==> src/rtl/cnn_layer_accel_awe_weight_loader.sv <==
// rtl/cnn_layer_accel_awe_weight_loader.sv - streams one layer's weights into the distributor, upper half then lower half
// Optional running checksum of written words: define AWE_WEIGHT_LOADER_CHECKSUM_EN.
// Parameter defaults mirror the values in cnn_layer_accel_defs.vh.
module cnn_layer_accel_awe_weight_loader #(
  parameter int C_WEIGHT_WIDTH = 8,
  parameter int C_PACKET_WIDTH = 32
) (
  input  logic                        clk,
  input  logic                        rst,
  input  logic                        start,
  input  logic [3:0]                  cfg_no_of_kernals,
  input  logic [3:0]                  cfg_size_of_kernal,
  input  logic [7:0]                  cfg_input_map_size,
  input  logic                        weight_in_valid,
  output logic                        weight_in_ready,
  input  logic [2*C_WEIGHT_WIDTH-1:0] weight_in_data,
  output logic                        config_valid,
  output logic [C_PACKET_WIDTH-1:0]   config_packet,
  output logic                        write_weights_valid,
  output logic [2*C_WEIGHT_WIDTH-1:0] weight_input,
  output logic                        busy,
  output logic                        done,
  output logic [2*C_WEIGHT_WIDTH-1:0] checksum
);

  typedef enum logic [2:0] {
    IDLE,
    CONFIG,
    FILL_UPPER,
    GAP,
    FILL_LOWER,
    DONE
  } state_t;

  state_t     state;
  logic [8:0] word_count;
  logic [8:0] words_per_half;
  logic       last_word;

  // Ready is registered and only high in the fill states, so a handshake implies a fill state.
  assign last_word = (word_count == words_per_half - 9'd1);

  // Loader FSM with all outputs registered alongside the state.
  always_ff @(posedge clk or posedge rst) begin
    if (rst) begin
      state               <= IDLE;
      word_count          <= '0;
      words_per_half      <= '0;
      weight_in_ready     <= 1'b0;
      config_valid        <= 1'b0;
      config_packet       <= '0;
      write_weights_valid <= 1'b0;
      weight_input        <= '0;
      busy                <= 1'b0;
      done                <= 1'b0;
`ifdef AWE_WEIGHT_LOADER_CHECKSUM_EN
      checksum            <= '0;
`endif
    end else begin
      config_valid        <= 1'b0;
      write_weights_valid <= 1'b0;
      done                <= 1'b0;
      case (state)
        IDLE: begin
          if (start) begin
            state                <= CONFIG;
            busy                 <= 1'b1;
            config_valid         <= 1'b1;
            config_packet        <= '0;
            config_packet[15:0]  <= {cfg_input_map_size, cfg_size_of_kernal, cfg_no_of_kernals};
            words_per_half       <= 9'(({5'd0, cfg_no_of_kernals} + 9'd1) *
                                       ({5'd0, cfg_size_of_kernal} + 9'd1));
            word_count           <= '0;
`ifdef AWE_WEIGHT_LOADER_CHECKSUM_EN
            checksum             <= '0;
`endif
          end
        end
        CONFIG: begin
          state           <= FILL_UPPER;
          weight_in_ready <= 1'b1;
        end
        FILL_UPPER, FILL_LOWER: begin
          if (weight_in_valid) begin
            write_weights_valid <= 1'b1;
            weight_input        <= weight_in_data;
`ifdef AWE_WEIGHT_LOADER_CHECKSUM_EN
            checksum            <= checksum + weight_in_data;
`endif
            if (last_word) begin
              word_count      <= '0;
              weight_in_ready <= 1'b0;
              if (state == FILL_UPPER) begin
                state <= GAP;
              end else begin
                state <= DONE;
                done  <= 1'b1;
              end
            end else begin
              word_count <= word_count + 9'd1;
            end
          end
        end
        GAP: begin
          state           <= FILL_LOWER;
          weight_in_ready <= 1'b1;
        end
        DONE: begin
          state <= IDLE;
          busy  <= 1'b0;
        end
        default: begin
          state           <= IDLE;
          busy            <= 1'b0;
          weight_in_ready <= 1'b0;
        end
      endcase
    end
  end

`ifndef AWE_WEIGHT_LOADER_CHECKSUM_EN
  assign checksum = '0;
`endif

endmodule

==> config.mk <==
export PLATFORM = sky130hd
export DESIGN_NAME = cnn_layer_accel_awe_weight_loader
export DESIGN_NICKNAME = d
export VERILOG_FILES = /design/src/rtl/cnn_layer_accel_awe_weight_loader.sv
export SDC_FILE = /design/constraint.sdc
export NUM_CORES = 1
export LEC_CHECK = 0
export BUFFER_PORTS_ARGS = -buffer_cell sky130_fd_sc_hd__clkbuf_2
export CORE_ASPECT_RATIO = 0.7
export CORE_MARGIN = 10
export CORE_UTILIZATION = 25
export CTS_CLUSTER_SIZE = 10
export DETAILED_ROUTE_END_ITERATION = 10
export PLACE_DENSITY = 0.42
export SLEW_MARGIN = 5
export SYNTH_ARGS = -nofsm -noshare
export SYNTH_HDL_FRONTEND = slang
export SYNTH_SLANG_ARGS = --single-unit
==> constraint.sdc <==
create_clock -name clk -period 4.4 [get_ports clk]
set_clock_uncertainty 0.1 [all_clocks]
set_input_delay 0.88 -clock clk [delete_from_list [all_inputs] [get_ports clk]]
set_output_delay 0.88 -clock clk [all_outputs]
set_load 0.01 [all_outputs]
Word-level counts from Yosys, hierarchy flattened
Cells that the tools add are included.
Widths: inputs -> output; s select.
- register bits after elaboration: 58
- bits of input ports: 36
- output and inout bits: 69
- logic and storage cells: 60
- $add $sub $neg: 4
- multiply operators: 1
- equality and inequality tests: 9
- muxes and demuxes: 22
- bitwise gates (word level): 2
- reduce and logical (&&, ||, !) cells: 12
- operators with widths (operator ; count):
    $mux 9 ; 3
    $pmux 9 s2 ; 1
    $mux 3 ; 4
    $pmux 3 s4 ; 1
    $mux 1 ; 11
    $add 4x1->5 const B ; 2
    $add 9x1->9 const B ; 1
    $eq 9x9->1 ; 1
    $mul 5x5->9 ; 1
    $reduce_and 3->1 ; 3
    $sub 9x1->9 const B ; 1
    $eq 3x2->1 const B ; 2
    $eq 3x3->1 const B ; 2
    $ne 2x2->1 const B ; 3
    $reduce_and 2->1 ; 3
    $reduce_or 2->1 ; 3
    $reduce_or 4->1 ; 1
    $eq 3x1->1 const B ; 1
    $logic_not 3->1 ; 1
    $pmux 1 s3 ; 1
    $not 1->1 ; 2
    $pmux 1 s2 ; 1
    $reduce_bool 2->1 ; 1

Longest topological paths before layout
Gate-level depths: netlist of run 1.
- depth after elaboration: 5
- mapped depth: 14
- gate-level depth less buffers: 14

Worst setup path after synthesis of run 1
Ideal clock, no wire load.
- kind: in2reg
- start: input cfg_size_of_kernal[0]
- end: register words_per_half[7]
- library setup time: 0.132 ns
- arrival: 4.063 ns
- required time: 4.168 ns
- path slack: 0.105 ns
- stages on the path: 13
- path buffers: 0
- cell sequence: ha_1 xnor2_1 or2_2 fa_1 fa_1 fa_1 inv_1 ha_1 a21oi_1 o21bai_1 a21oi_1 xor2_1 o21ai_0
- cells in the longest elaborated chain, start to end: 2
- RTL lines (item ; line ; RTL):
    from (decl) ; 12 ; input logic [3:0] cfg_size_of_kernal,
    $add 4x1->5 ; 72 ; ({5'd0, cfg_size_of_kernal} + 9'd1));
    $mul 5x5->9 ; 71 ; words_per_half <= 9'(({5'd0, cfg_no_of_kernals} + 9'd1) *
    to (signal assigned) ; 71 ;
    to (decl) ; 37 ; logic [8:0] words_per_half;
Every way passes these cells.
A chain may end at the register's enable or synchronous reset.

Final worst setup path of run 1
- start: input cfg_size_of_kernal[0]
- end: register words_per_half[8]
Same word-level chain as after synthesis.

==> summary.txt, run 1 <==
Hold path
  • Hold Crit Class: flip-flop to flip-flop
  • Hold Path Cell Cnt: 2

STA
  • Fin crit period: approximately 4 ns
  • Max-slew violation count: 0
  • TNS Setup: 0 ns
  • Period utilization: 92.7%
  • Setup Viol. Count Final: 0
  • RSZ-0062 raised after global routing: false
  • Final-report hold violation count: 0
  • Worst Tran Pin Value: a little over 0.8 ns
  • Highest clock rate: ~250 MHz
  • Worst slew margin: a little under half

Flow run
  • Max Cap Viol: 0

Yosys
  • Syn_area_per_cell: between 9 and 10 um2
  • Asr flop ratio synth: 100%
  • Synth Instances: 397
  • Post-synth EDFFs: 0
  • Synth Register Bits: 58
  • Distinct cells, synth: 47
  • Yosys Warn Count: 0
  • Seq/Total Area, Yosys: between 30% and 40%
  • Synth Flop Type: dfrtp_1
  • Cell Area, Synth: between 3000 and 4000 um2

Floorplanning
  • Starting Density: between 20 and 30%
  • Core Area: between 10000 and 15000 um2
  • Die X: roughly 170 um
  • Die ar.: 20200 um2
  • # rows: 37
  • Ports: around 110
  • Die Ht: 122 um

Placement
  • DP HPWL: 7160 um
  • GP Congestion: roughly 0.76
  • Area after DPL: 4240 um2
  • # port buffers: 72

Clock tree
  • Clock latency on the worst-skew pair: ~0.33 ns
  • CTS resizes: 0
  • CTS Hold Bufs: 0
  • Clk sinks: 58
  • CTS Buffer Depth: 2
  • CTS buffer count: 9
  • Root Buffer: clkbuf_16
  • Postcts setup bufs: 0
  • Clock transition at path regs: ~0.050 ns
  • CTS H-tree depth: 3
  • CTS tree: done

Critical path
  • Critical path class: input port to flip-flop
  • CP Launch Type: input port
  • R2r worst-path depth: 8
  • Worst Path Required: between 4 and 5 ns
  • Crit-path max FO: 3
  • CP Capture Type: flip-flop
  • R2R Setup Slk: around 1.8 ns
  • CP arrival: 4.18 ns

Power
  • Static Leak: around 2.3 nW
  • Max VDD drop: 0.204 mV
  • Pwr Density: between 600 and 700 nW/um2

Cells and area
  • Syn-to-layout area delta: 21.8%
  • Most common cell after layout, fill and taps aside: clkbuf_2
  • # diodes: 0
  • Final #Nets: between 500 and 600
  • Most frequent cells in the layout: clkbuf_2 (72), nand2_1 (70), dfrtp_1 (58)
  • Fin area: ~4500 um2
  • Fillers: about 1600
  • Layout cells sized above 1: about a quarter

Global route
  • Initial antenna violation count: 0
  • First-pass GRT wire length: about 15000 um
  • GRT Residual Overflow: 0
  • Number of global-route vias before repair: 2751
  • Largest net degree at the start of global routing: 35
  • Total track usage: 8.86%

Routing
  • Routed WL: about 9000 um
  • Via density: roughly 4.2
  • DR WL/cell: between 10 and 15 um
  • Residual DRC count: 0
  • 1st-pass router iterations: 4
  • Vias: about 2900
  • Initial DRC Count: approximately 160
  • Post-route antenna net violation count: 0

Outcome
  • Run status: completed
==> per-layer routing <==
metal  global-route usage, %  share of wire, %
met1                    12.5                53
met2                    12.4                41
met3                    2.48               4.5
met4                    3.48               1.5
met5                       0                 0
==> power breakdown <==
group | switching, W | leakage (nW) | internal (W)
sequential | 0.000208 | 0.724 | 0.000765
clock | 0.000253 | 0.131 | 0.000395
combinational | 0.000721 | 1.40 | 0.000525
==> through the flow <==
step | util, % | power [W] | hold WS [ns] | worst slack (ns) | std cells
after CTS | 30.9 | 0.00292 | 0.383 | 0.313 | 681
final | 30.9 | 0.00287 | 0.379 | 0.322 | 681
after global routing | 30.9 | 0.00310 | 0.395 | 0.128 | 681
after floorplan | - | 0.00185 | 0.404 | 0.105 | 428
after global placement | 29.0 | 0.00223 | 0.359 | -0.0288 | 665
after detailed placement | 29.0 | 0.00225 | 0.366 | -0.0350 | 665
==> cell families after synthesis <==
| logic type | after synthesis | synth area share (%) |
|---|---|---|
| AO/OA/AOI/OAI | 44 | 8.19 |
| buffers and inverters | 63 | 9.80 |
| XOR/XNOR | 24 | 5.86 |
| multiplexers | 18 | 5.39 |
| adder cells (fa/ha/maj) | 29 | 11.4 |
| flip-flops | 58 | 39.1 |
| other | 1 | 0.101 |
| AND/OR/NAND/NOR | 160 | 20.2 |
==> cells in the mapped netlist, drive strengths merged (7+ instances only) <==
| library cell | count | area share (%) |
|---|---|---|
| ha | 21 | 7.1 |
| mux2 | 16 | 4.9 |
| xnor2 | 15 | 3.5 |
| dfrtp | 58 | 39 |
| inv | 20 | 2.0 |
| nand2 | 70 | 7.1 |
| nor2 | 37 | 3.7 |
| fa | 8 | 4.3 |
| o21ai | 12 | 1.6 |
| xor2 | 9 | 2.3 |
| nor3 | 10 | 1.5 |
| a21oi | 9 | 1.3 |
| clkbuf | 7 | 0.71 |
| nand3 | 14 | 1.9 |
| buf | 36 | 7.1 |
==> layout make-up <==
class | instances | area [um2] | share of cell area, %
clock inverter | 6 | 41.3 | 0.913
multi-input combinational | 307 | 2010 | 44.5
timing repair buffer | 85 | 458 | 10.1
clock buffer | 10 | 239 | 5.28
sequential | 58 | 1450 | 32.1
inverter | 20 | 75.1 | 1.66
tap | 195 | 244 | 5.39
==> registers in the layout, summed over array words and instances, names as in the netlist <==
register             count
weight_in_ready          1
weight_input            16
word_count               9
busy                     1
done                     1
state                    3
words_per_half           9
config_packet           16
config_valid             1
write_weights_valid      1
==> worst paths after layout <==
| check | end | from |
|---|---|---|
| setup / recovery | words_per_half[8]$_DFFE_PP0P_ | cfg_size_of_kernal[0] |
| hold / removal | config_packet[13]$_DFFE_PP0P_ | config_packet[13]$_DFFE_PP0P_ |
| setup reg to reg | word_count[3]$_DFFE_PP0P_ | words_per_half[0]$_DFFE_PP0P_ |
| hold reg to reg | config_packet[13]$_DFFE_PP0P_ | config_packet[13]$_DFFE_PP0P_ |
| max in group asynchronous | word_count[5]$_DFFE_PP0P_ | rst |
| min in group asynchronous | weight_input[10]$_DFFE_PP0P_ | rst |
==> critical path: stages <==
cell	delay (ns)
clkbuf_2	0.09
ha_1	0.22
xnor2_1	0.14
or2_2	0.31
fa_1	0.47
fa_1	0.52
fa_1	0.54
inv_1	0.04
ha_1	0.31
a21oi_1	0.13
o21bai_1	0.10
a31oi_1	0.21
xnor2_1	0.13
o21ai_0	0.09
Power figures use the tool's default switching activity.
==> run 2, diff against run 1 <==
--- a/config.mk
+++ b/config.mk
@@ -11,6 +11,7 @@
 export CORE_UTILIZATION = 25
 export CTS_CLUSTER_SIZE = 10
 export DETAILED_ROUTE_END_ITERATION = 10
+export MAX_ROUTING_LAYER = met4
 export PLACE_DENSITY = 0.42
 export SLEW_MARGIN = 5
 export SYNTH_ARGS = -nofsm -noshare
==> run 2 against run 1 <==
Effect of this change: worst hold slack improved by 0.0014 ns; sequential power hardly changed; sequential share of layout area unchanged; non-clock buffer count did not move; critical path depth unchanged; die area is the same; register-to-register slack hardly changed; combinational power about the same; global-route usage increased by 0.27 points; via count shrank 0.21%.
==> summary.txt, run 2 (synthesis gave the netlist of run 1 again) <==
Routing
  • Via density: roughly 4.2
  • Post-route antenna net violation count: 0
  • 1st-pass router iterations: 4
  • Routed WL: 9140 um
  • Vias: 2866
  • Residual DRC count: 0
  • DR WL/cell: roughly 13 um
  • Initial DRC Count: 154

Floorplanning
  • Die Ht: ~120 um
  • Die X: roughly 170 um
  • Core Area: between 10000 and 15000 um2
  • # rows: 37
  • Ports: around 110
  • Starting Density: 25.4%
  • Die ar.: 20200 um2

Power
  • Max VDD drop: 0.204 mV
  • Static Leak: ~2.3 nW
  • Pwr Density: roughly 630 nW/um2
  • Sw Share: between 40% and 50%
  • Clk pwr share: a little under a quarter
  • Internal Pwr Total: roughly 0.0017 W
  • Sw Pwr: 0.00118 W
  • Combinational share of power: between 40% and 50%
  • Flop pwr share: approximately a third

STA
  • Max-slew violation count: 0
  • Period utilization: 92.7%
  • Fin crit period: 4.08 ns
  • Worst slew margin: 46.8%
  • Fin worst setup slack: ~0.32 ns
  • Highest clock rate: roughly 250 MHz
  • TNS Setup: 0 ns
  • RSZ-0062 raised after global routing: false
  • Setup Viol. Count Final: 0
  • Final-report hold violation count: 0
  • Worst Tran Pin Value: about 0.8 ns

Global route
  • Largest net degree at the start of global routing: 35
  • GRT Max-Usage Layer: met1
  • GR Util met2: around 12%
  • GR met1 Demand/Resource: between 10% and 20%
  • First-pass GRT wire length: 14800 um
  • GRT Residual Overflow: 0
  • Number of global-route vias before repair: approximately 2800
  • Initial antenna violation count: 0
  • Total track usage: 9.13%
  • GR met3 Demand/Resource: 2.48%

Critical path
  • Critical path class: input port to flip-flop
  • Largest stage delay, worst path: 0.54 ns
  • CP arrival: ~4.2 ns
  • Crit path cell chain: clkbuf_2, ha_1, xnor2_1, or2_2, fa_1, fa_1, fa_1, inv_1, ha_1, a21oi_1, o21bai_1, a31oi_1, xnor2_1, o21ai_0
  • CP Capture Type: flip-flop
  • Crit-path max FO: 3
  • CP Launch Type: input port
  • Worst Path Required: 4.50 ns
  • Critical path's slowest cell: fa_1
  • Crit path top cell by count: fa_1

Clock tree
  • Clock latency on the worst-skew pair: about 0.33 ns
  • Root Buffer: clkbuf_16
  • Clock transition at path regs: about 0.050 ns
  • Postcts setup bufs: 0
  • Clk sinks: 58
  • CTS resizes: 0
  • CTS Hold Bufs: 0
  • CTS buffer count: 9
  • CTS tree: done
  • CTS H-tree depth: 3
  • CTS Buffer Depth: 2

Cells and area
  • Largest registers: config_packet: 16 flops, weight_input: 16 flops
  • Syn-to-layout area delta: 21.8%
  • Most frequent cells in the layout: clkbuf_2 (72), nand2_1 (70), dfrtp_1 (58)
  • Layout cells sized above 1: 24.9%
  • # diodes: 0
  • Final #Nets: 546
  • Most common cell after layout, fill and taps aside: clkbuf_2

Outcome
  • Run status: completed

Placement
  • GP Congestion: between 0.7 and 0.8
  • DP HPWL: between 7000 and 8000 um
  • Pre-CTS WS: -0.0350 ns
  • # port buffers: 72

Hold path
  • Hold Crit Class: flip-flop to flip-flop

Flow run
  • Max Cap Viol: 0
-- run 2: stage by stage --
step	cells	hold slack [ns]	utilization [%]	total power (W)	area [um2]
6_report	681	0.380	30.9	0.00287	4520
5_1_grt	681	0.395	30.9	0.00311	4520
4_1_cts	681	0.383	30.9	0.00292	4520
3_5_place_dp	665	0.366	29.0	0.00225	4240
3_3_place_gp	665	0.359	29.0	0.00223	4240
2_1_floorplan	428	0.404	-	0.00185	3830
-- run 2: metal layers --
layer | wire [um] | vias up
met5 | 0 | -
met4 | 133 | 0
met3 | 381 | 8
met2 | 3750 | 75
met1 | 4870 | 1357
li1 | - | 1426
-- run 2: area by class of cell --
class	count	area [um2]
repair buffers	85	458
clock buffers	10	239
flip-flops and latches	58	1450
inverters	20	75.1
fillers	1553	10100
clock inverters	6	41.3
multi-input cells	307	2010
well taps	195	244
-- run 2: worst max-delay path: cells and delay by family --
kind                     cells  cell delay [ns]
adder cells (fa/ha/maj)      5             2.06
AO/OA/AOI/OAI                4             0.53
AND/OR/NAND/NOR              1             0.31
XOR/XNOR                     2             0.27
buffers and inverters        2             0.13
-- run 2: final timing paths --
kind | start | to | slack (ns) | cells after the start
max | cfg_size_of_kernal[0] | words_per_half[8]$_DFFE_PP0P_ | 0.32 | 14
min | config_packet[0]$_DFFE_PP0P_ | config_packet[0]$_DFFE_PP0P_ | 0.38 | 2
max reg2reg | words_per_half[0]$_DFFE_PP0P_ | word_count[3]$_DFFE_PP0P_ | 1.76 | 8
min reg2reg | config_packet[0]$_DFFE_PP0P_ | config_packet[0]$_DFFE_PP0P_ | 0.38 | 2
max in group asynchronous | rst | word_count[5]$_DFFE_PP0P_ | 2.80 | 3
min in group asynchronous | rst | weight_input[10]$_DFFE_PP0P_ | 0.57 | 2
-- run 2: power groups by stage --
| stage | clock network (W) | registers (W) | logic (W) |
|---|---|---|---|
| after detailed placement | 0 | 0.000982 | 0.00126 |
| after CTS | 0.000673 | 0.000977 | 0.00127 |
| final | 0.000649 | 0.000974 | 0.00125 |
| after global placement | 0 | 0.000972 | 0.00126 |
| after global routing | 0.000697 | 0.00101 | 0.00140 |
| after floorplan | 0 | 0.000995 | 0.000853 |
==> run 3, diff against run 2 <==
--- a/config.mk
+++ b/config.mk
@@ -12,7 +12,7 @@
 export CTS_CLUSTER_SIZE = 10
 export DETAILED_ROUTE_END_ITERATION = 10
 export MAX_ROUTING_LAYER = met4
-export PLACE_DENSITY = 0.42
+export PLACE_DENSITY = 0.48
 export SLEW_MARGIN = 5
 export SYNTH_ARGS = -nofsm -noshare
 export SYNTH_HDL_FRONTEND = slang
==> run 3 against run 2 <==
Effect of this change: first-iteration DRC count decreased by 36%; routed wire length decreased by 3.2%; sequential power decreased by 0.5%; critical endpoint unchanged; largest power group unchanged; highest routed layer unchanged.
==> summary.txt, run 3 (synthesis gave the netlist of run 1 again) <==
Outcome
  • Run status: completed

Power
  • Static Leak: between 2 and 2.5 nW
  • Max VDD drop: 0.212 mV
  • Final Power: between 0.002 and 0.003 W
  • Pwr Density: around 640 nW/um2

STA
  • Fin worst setup slack: roughly 0.25 ns
  • Fin crit period: a little over 4 ns
  • RSZ-0062 raised after global routing: false
  • Period utilization: ~94%
  • Setup Viol. Count Final: 0
  • Worst Tran Pin Value: 0.794 ns
  • Highest clock rate: ~240 MHz
  • Final-report hold violation count: 0
  • Max-slew violation count: 0
  • Worst slew margin: about 47%
  • Hold_ws: approximately 0.37 ns

Cells and area
  • # diodes: 0
  • Fillers: 1558
  • Most common cell after layout, fill and taps aside: clkbuf_2
  • Register area: approximately 1500 um2
  • Final #Nets: between 500 and 600
  • Layout cells sized above 1: about a quarter
  • Largest registers: config_packet: 16 flops, weight_input: 16 flops
  • Most frequent cells in the layout: clkbuf_2 (72), nand2_1 (70), dfrtp_1 (58)
  • Syn-to-layout area delta: 22.9%
  • Final Non-Filler Cells: 683
  • Area of the multi-input gates: about 2000 um2
  • Fin area: ~4600 um2

Floorplanning
  • Die ar.: around 20000 um2
  • # rows: 37
  • Die X: around 170 um
  • Core Area: ~15000 um2
  • Starting Density: about a quarter
  • Ports: roughly 110
  • Die Ht: roughly 120 um

Clock tree
  • CTS H-tree depth: 3
  • Clk sinks: just under 60
  • CTS buffer count: 9
  • CTS tree: done
  • CTS resizes: 0
  • CTS Hold Bufs: 0
  • Clock latency on the worst-skew pair: 0.32 ns
  • CTS Buffer Depth: 2
  • Postcts setup bufs: 0
  • Root Buffer: clkbuf_16
  • Clock transition at path regs: 0.05 ns

Global route
  • First-pass GRT wire length: 14600 um
  • Largest net degree at the start of global routing: 37
  • Number of global-route vias before repair: ~2800
  • GRT Residual Overflow: 0
  • Total track usage: between 8 and 9%
  • Initial antenna violation count: 0

Critical path
  • CP arrival: approximately 4.2 ns
  • CP Capture Type: flip-flop
  • Critical path class: input port to flip-flop
  • Crit-path max FO: 3
  • Worst Path Required: ~4.5 ns
  • CP Launch Type: input port

Routing
  • DR WL/cell: 12.9 um
  • Initial DRC Count: 99
  • 1st-pass router iterations: 4
  • DR top layer: met4
  • Routed WL: between 8000 and 9000 um
  • Post-route antenna net violation count: 0
  • Met2 Wirelength: around 3900 um
  • Residual DRC count: 0
  • Vias: ~2900
  • Metal3 WL: roughly 390 um
  • Via density: approximately 4.2
  • Met1 wire length: about 4500 um

Placement
  • DP HPWL: between 7000 and 8000 um
  • GP Congestion: a little under 0.8
  • Area after DPL: 4260 um2
  • Pre-CTS WS: -0.0982 ns
  • Placed instance count: between 600 and 700
  • # port buffers: 72

Hold path
  • Hold Crit Class: flip-flop to flip-flop

Flow run
  • Max Cap Viol: 0
[run 3: where the power goes]
group / internal, W / switching [W] / leakage, nW
Clock: 0.000452 / 0.000243 / 0.141
Sequential: 0.000765 / 0.000204 / 0.724
Combinational: 0.000528 / 0.000721 / 1.41
[run 3: final cells by class]
| class | instances | area share (%) |
|---|---|---|
| multi-input cells | 307 | 44.1 |
| flip-flops and latches | 58 | 31.8 |
| repair buffers | 87 | 10.4 |
| well taps | 195 | 5.35 |
| clock buffers | 10 | 5.24 |
| inverters | 20 | 1.65 |
| clock inverters | 6 | 1.45 |
[run 3: worst max-delay path: stages]
cell and delay (ns):
clkbuf_2 0.10, ha_1 0.23, xnor2_1 0.15, or2_2 0.31, fa_1 0.47, fa_1 0.52
fa_1 0.55, inv_1 0.04, ha_1 0.31, a21oi_1 0.15, o21bai_1 0.10, a31oi_1 0.20
xnor2_1 0.14, o21ai_0 0.08
[run 3: per-layer routing]
metal | up-vias | GRT usage, %
met5 | - | -
met4 | 0 | 3.31
met3 | 7 | 2.67
met2 | 70 | 12.5
met1 | 1358 | 12.0
li1 | 1433 | -
[run 3: worst paths after layout]
check | from | end | slack, ns | depth (start not counted)
hold / removal | config_packet[9]$_DFFE_PP0P_ | config_packet[9]$_DFFE_PP0P_ | 0.37 | 2
setup reg to reg | words_per_half[0]$_DFFE_PP0P_ | word_count[5]$_DFFE_PP0P_ | 1.79 | 8
min in group asynchronous | rst | weight_input[12]$_DFFE_PP0P_ | 0.57 | 2
setup / recovery | cfg_size_of_kernal[0] | words_per_half[8]$_DFFE_PP0P_ | 0.25 | 14
hold reg to reg | config_packet[9]$_DFFE_PP0P_ | config_packet[9]$_DFFE_PP0P_ | 0.37 | 2
max in group asynchronous | rst | word_count[8]$_DFFE_PP0P_ | 2.81 | 3
[run 3: stage by stage]
stage                     util, %  setup TNS [ns]
after floorplan                 -               0
after global placement       29.1         -0.0311
after detailed placement     29.1          -0.208
after CTS                    31.2               0
after global routing         31.2               0
final                        31.2               0
